<file path="src/rtl/vec_dot.sv">
// vec_dot: fixed-point 3-vector dot product with one shared multiplier,
// a wide accumulator and saturating Q realignment between two FIFO interfaces.
module vec_dot #(
  parameter int DATA_WIDTH = 32,
  parameter int FRAC_BITS  = 16
) (
  input  logic                       clock,
  input  logic                       reset,
  input  logic [2:0][DATA_WIDTH-1:0] x,
  input  logic [2:0][DATA_WIDTH-1:0] y,
  input  logic                       in_empty,
  output logic                       in_rd_en,
  output logic [DATA_WIDTH-1:0]      out,
  input  logic                       out_full,
  output logic                       out_wr_en
);
  localparam int PW = 2 * DATA_WIDTH;
  localparam int AW = PW + 2;
  typedef enum logic [1:0] {S_IDLE, S_MUL, S_WRITE} state_t;
  state_t                       state;
  logic [1:0]                   idx;
  logic [2:0][DATA_WIDTH-1:0]   xr, yr;
  logic signed [PW-1:0]         prod;
  logic signed [AW-1:0]         acc, acc_next, shifted;
  logic [DATA_WIDTH-1:0]        sat;
  logic                         fits;
  always_comb begin
    out_wr_en = reset && state == S_WRITE && !out_full;
    in_rd_en  = reset && !in_empty && (state == S_IDLE || out_wr_en);
    prod      = PW'($signed(xr[idx])) * PW'($signed(yr[idx]));
    acc_next  = acc + AW'(prod);
    shifted   = acc_next >>> FRAC_BITS;
    // value fits when every bit above the result sign bit matches it
    fits      = &shifted[AW-1:DATA_WIDTH-1] || ~|shifted[AW-1:DATA_WIDTH-1];
    sat       = fits ? shifted[DATA_WIDTH-1:0]
                     : {shifted[AW-1], {(DATA_WIDTH-1){~shifted[AW-1]}}};
  end
  always_ff @(posedge clock) begin
    if (!reset) begin
      state <= S_IDLE;
      idx   <= '0;
      acc   <= '0;
      xr    <= '0;
      yr    <= '0;
      out   <= '0;
    end else if (in_rd_en) begin
      xr    <= x;
      yr    <= y;
      acc   <= '0;
      idx   <= '0;
      state <= S_MUL;
    end else if (state == S_MUL) begin
      acc <= acc_next;
      idx <= idx == 2'd2 ? 2'd0 : idx + 2'd1;
      if (idx == 2'd2) begin
        out   <= sat;
        state <= S_WRITE;
      end
    end else if (out_wr_en) begin
      state <= S_IDLE;
    end
  end
endmodule

</file>
<file path="config.mk">
export PLATFORM = sky130hd
export DESIGN_NAME = vec_dot
export DESIGN_NICKNAME = d
export VERILOG_FILES = /design/src/rtl/vec_dot.sv
export SDC_FILE = /design/constraint.sdc
export NUM_CORES = 2
export LEC_CHECK = 0
export ABC_CLOCK_PERIOD_IN_PS = 19400
export CAP_MARGIN = 20
export CORE_AREA = 2 2 387 389
export DETAILED_ROUTE_END_ITERATION = 7
export DIE_AREA = 0 0 389 391
export PLACE_DENSITY_LB_ADDON = 0.25
export SETUP_SLACK_MARGIN = 0.4
export SYNTH_ARGS = -nofsm -noshare
export SYNTH_HDL_FRONTEND = slang
export SYNTH_SLANG_ARGS = --single-unit
</file>
<file path="constraint.sdc">
create_clock -name clock -period 19.4 [get_ports clock]
set_clock_uncertainty 0.05 [all_clocks]
set_input_delay 5.82 -clock clock [delete_from_list [all_inputs] [get_ports clock]]
set_output_delay 5.82 -clock clock [all_outputs]
set_load 0.005 [all_outputs]
</file>
Word-level counts from Yosys, hierarchy flattened
Cells that the tools add are included.
W data, S select, Z words.

cells by class
  add/subtract/negate cells = 2
  multipliers = 1
  magnitude comparators = 1
  equal/unequal tests = 5
  mux-type cells = 10
  bitwise logic cells = 3
  reduce and logical (&&, ||, !) cells = 18

operators with widths
  kind                   number
  $bmux W32 S2           2
  $mux W32               3
  $add A66 B64 Y66       1
  $mul A32 B32 Y64       1
  $reduce_and A19 Y1     1
  $reduce_or A19 Y1      1
  $mux W2                4
  $eq A2 B2 Y1 const B   2
  $logic_and A1 B1 Y1    4
  $reduce_and A2 Y1      2
  $logic_not A1 Y1       3
  $lt A2 B3 Y1 const B   1
  $ne A3 B2 Y1 const B   1
  $not A1 Y1             3
  $reduce_and A3 Y1      1
  $reduce_bool A3 Y1     1
  $add A2 B1 Y2 const B  1
  $eq A2 B1 Y1 const B   1
  $logic_not A2 Y1       1
  $logic_or A1 B1 Y1     2
  $ne A2 B1 Y1 const B   1
  $reduce_bool A2 Y1     1
  $reduce_or A2 Y1       1
  $mux W1                1

word-level totals
  register bits after elaboration = 294
  input port bits = 196
  logic and storage cells = 51

Logic depth before layout (Yosys ltp)
  depth after elaboration = 8
  depth in mapped cells = 39
  depth with buffers taken out = 33

Worst setup path before layout
Ideal clock, no wire load.

  path kind = input port to output port
  start point = input reset
  end point = output in_rd_en
  arrival time = 6622 ps
  required time = 13530 ps
  setup slack = 6908 ps
  stages on the path = 5
  path buffers = 2
  cells stage by stage = nand2b_1 > a211o_1 > clkbuf_1 > clkinv_1 > clkbuf_1

on the way
  longest elaborated chain between the ends = 4

RTL lines
  element                           line  RTL
  from (decl)                       8     input logic reset,
  $logic_and A1 B1 Y1 (2 in a row)  28    out_wr_en = reset && state == S_WRITE && !out_full;
  $logic_or A1 B1 Y1                29    in_rd_en = reset && !in_empty && (state == S_IDLE || out_wr_en);
  $logic_and A1 B1 Y1 (*)           29
  to (decl)                         12    output logic in_rd_en,

Every way passes the cells marked *; elsewhere a longest branch is shown, timed or not.

Worst setup path after layout
Same ends and word-level chain as after synthesis.

==> summary.txt <==
Placement
  – Placed insts: 7974
  – Port Buffers: 229
  – Final HPWL DP: 140000 um
  – Placed inst area: 57300 um^2
  – Final GP Congestion: 0.919
  – Pre-CTS setup slack: 5.52 ns

Layout
  – Register Area: around 5900 um^2
  – Finished Layout Cells: 8055
  – Final net count: 7729
  – Fillers: between 15000 and 20000
  – Final Cell Area: between 50000 and 60000 um^2
  – Layout cells sized above 1: 0.0444
  – Area Overhead vs Synth: 11.1%
  – Area of the multi-input gates: 41300 um^2

Global route
  – GRT Overall Usage: 0.231
  – Initial antenna violation count: 3
  – Global-route wire length before repair: 267000 um
  – Vias in the first global route: 42900
  – Congestion Overflow GR: 0
  – Pin count of the biggest net entering global routing: between 100 and 150

STA
  – # setup viols final: 0
  – Fin. max-slew vios: 0
  – Fin. Hold Viols: 0
  – FMAX: about 72 MHz
  – Min cycle time layout: 13.87 ns
  – TNS Setup: 0 ns
  – Post-route setup slack: 5.53 ns
  – Worst slew pin tran: 1.20 ns
  – Max_slew headroom: 0.195
  – Fin crit share: 0.715
  – Hold Slack: 0.403 ns
  – RSZ-0062 raised after global routing: false

Worst setup path
  – Worst setup EP type: primary output
  – Slowest cell on crit path: clkdlybuf4s50_1
  – Startpoint Class: input pin
  – R2R Setup Slk: around 7.4 ns
  – Arrival time worst endpoint: about 8.0 ns
  – Worst reg2reg path depth: 31
  – Reg-to-Reg End: out[4]$_SDFFE_PN0P_
  – Setup Crit Path Kind: in2out
  – Worst-path fanout max: 99
  – CP max stage delay: 0.63 ns
  – Worst R2R Start: idx[0]$_SDFFE_PP0P_
  – Cell chain of the critical path: buf_6, nand2b_1, a211o_4, inv_6, clkdlybuf4s50_1
  – Critical Path RT: 13.53 ns

Clocking
  – Clock Path Buffers: 3
  – Worst-Skew Late Latency: ~0.62 ns
  – PostCTS Resize Cnt: 0
  – Clock transition at path regs: 0.05 ns
  – CTS Hold Buffers Added: 0
  – CTS Buf Count: 39
  – TritonCTS clock tree: built
  – CTS HTree Levels: 2
  – Clk sink count: 294
  – Post-CTS setup buffers: 0
  – CTS root buf: clkbuf_16

Power and ir drop
  – Power Dens Cells: between 40 and 50 nW/um^2
  – Switching power: 1060 uW
  – Clock share of power: 0.309
  – Leakage power: around 0.027 uW
  – Flop pwr share: 0.253
  – Combinational power share: 0.437
  – Switching share of power: 0.415
  – Maximum vdd drop: just under 0.06 mV
  – Internal power: roughly 1500 uW

Routing
  – Top layer in use: met4
  – Vias per cell: 5.02
  – DR iter-0 viols: 3361
  – Met2 WL: 69800 um
  – DRT Pass-1 Iters: 5
  – DR WL met3: roughly 17000 um
  – Vias: 40400
  – ANT nets after route: 0
  – M1 WL: between 70000 and 80000 um
  – Wire per inst: 21.2 um
  – Total wire length: 170000 um
  – DRC viols: 0

Outcome
  – Status: completed

Synth
  – Synth area leader: fa_1
  – Syn avg cell area: ~8.8 um^2
  – Register area share after synthesis: 0.111
  – Synth warnings: 0
  – Library cells used by synthesis: just under 80
  – Post-synth top area share: 0.467
  – Synth Cell Area: 52900 um^2
  – Post-synth EDFFs: 0
  – Syn nets: 7689
  – Commonest cells post-synth: inv_1 (1255), fa_1 (1233), nand2_1 (1143), nor2_1 (569), dfxtp_1 (294)
  – Yosys reg bits: between 200 and 300
  – Synth top area cells: fa_1 (47%), dfxtp_1 (11%), inv_1 (8.9%), nand2_1 (8.1%), ha_1 (5.2%)
  – Dominant cell by count in the synthesized netlist: inv_1
  – Async SR Flop Fraction: 0
  – Synth Flop Type: dfxtp_1
  – Gate Count Post-Synth: 6038

Die
  – Starting Density: 0.356
  – Core ar.: 149000 um^2
  – Die area: 152000 um^2
  – Row Count: 142
  – Die span in x: 389 um
  – DIE HEIGHT: a little under 400 um
  – Top Ports: 230

Min path
  – Worst hold stages: 2
  – Hold path start: acc[7]$_SDFFE_PP0P_
  – Hold crit path type: reg2reg
  – Hold worst-path end: acc[7]$_SDFFE_PP0P_

Job
  – Max-Cap Viols: 0
==> cell type report <==
cell class              count  share of cell area
flip-flops and latches    294               0.100
clock inverters            18             0.00445
well taps                1944              0.0414
repair buffers            321              0.0527
multi-input cells        4165               0.702
inverters                1257              0.0804
diodes                      2           0.0000851
clock buffers              54              0.0188
==> power groups by stage <==
stage | registers (uW) | clock network [uW] | logic [uW]
6_report | 646 | 789 | 1120
5_1_grt | 649 | 833 | 1230
4_1_cts | 646 | 810 | 1110
3_5_place_dp | 659 | 0 | 1090
3_3_place_gp | 658 | 0 | 1090
2_1_floorplan | 654 | 0 | 688
==> sequential cells by signal (all words and copies together), names as in the netlist <==
register	flops
acc	66
idx	2
out	32
state	2
xr	96
yr	96
==> per-stage QoR <==
step,utilization,power (uW)
detailed placement,0.386,1750
CTS,0.395,2570
finish,0.396,2550
floorplan,-,1340
global route,0.396,2710
global placement,0.385,1750
==> worst max-delay path, delay by kind of cell <==
kind	cells	cell delay, ns
buffers and inverters	3	1.48
and+or+nand+nor	1	0.17
AOI/OAI and AO/OA	1	0.44
==> per-layer routing <==
| layer | GRT usage | vias up |
|---|---|---|
| li1 | - | 18000 |
| met1 | 0.348 | 20600 |
| met2 | 0.330 | 1628 |
| met3 | 0.0542 | 180 |
| met4 | 0.0575 | 0 |
| met5 | 0 | - |
==> how the worst max path moves through the flow <==
stage                from  endpoint  slack (ns)  cells past startpoint
floorplan           reset  in_rd_en        6.91                      5
global placement    reset  in_rd_en        5.53                      5
detailed placement  reset  in_rd_en        5.52                      5
CTS                 reset  in_rd_en        5.52                      5
global route        reset  in_rd_en        5.35                      5
finish              reset  in_rd_en        5.53                      5
==> placed cells by master (no fill, tap or decap), types with 30 or more instances in the layout <==
cell type / instances
a21boi_0: 192
a21o_1: 70
a21oi_1: 168
buf_4: 81
clkbuf_16: 39
clkdlybuf4s50_1: 228
dfxtp_1: 292
fa_1: 1233
ha_1: 222
inv_1: 1254
mux2i_1: 67
nand2_1: 1141
nor2_1: 569
o211ai_1: 35
o21ai_0: 80
o22ai_2: 30
xnor2_1: 47
==> kinds of logic (layout without fill, tap and decap cells) <==
family / Yosys count / count (layout) / synth area share
flops: 294 / 294 / 0.111
other cells: 0 / 2 / 0
fa+ha+maj: 1455 / 1455 / 0.519
xor+xnor: 74 / 74 / 0.0124
mux: 67 / 67 / 0.0127
compound gates: 714 / 714 / 0.0928
buf+inv: 1579 / 1650 / 0.113
simple gates: 1855 / 1855 / 0.139
(Power assumes the default switching activity.)
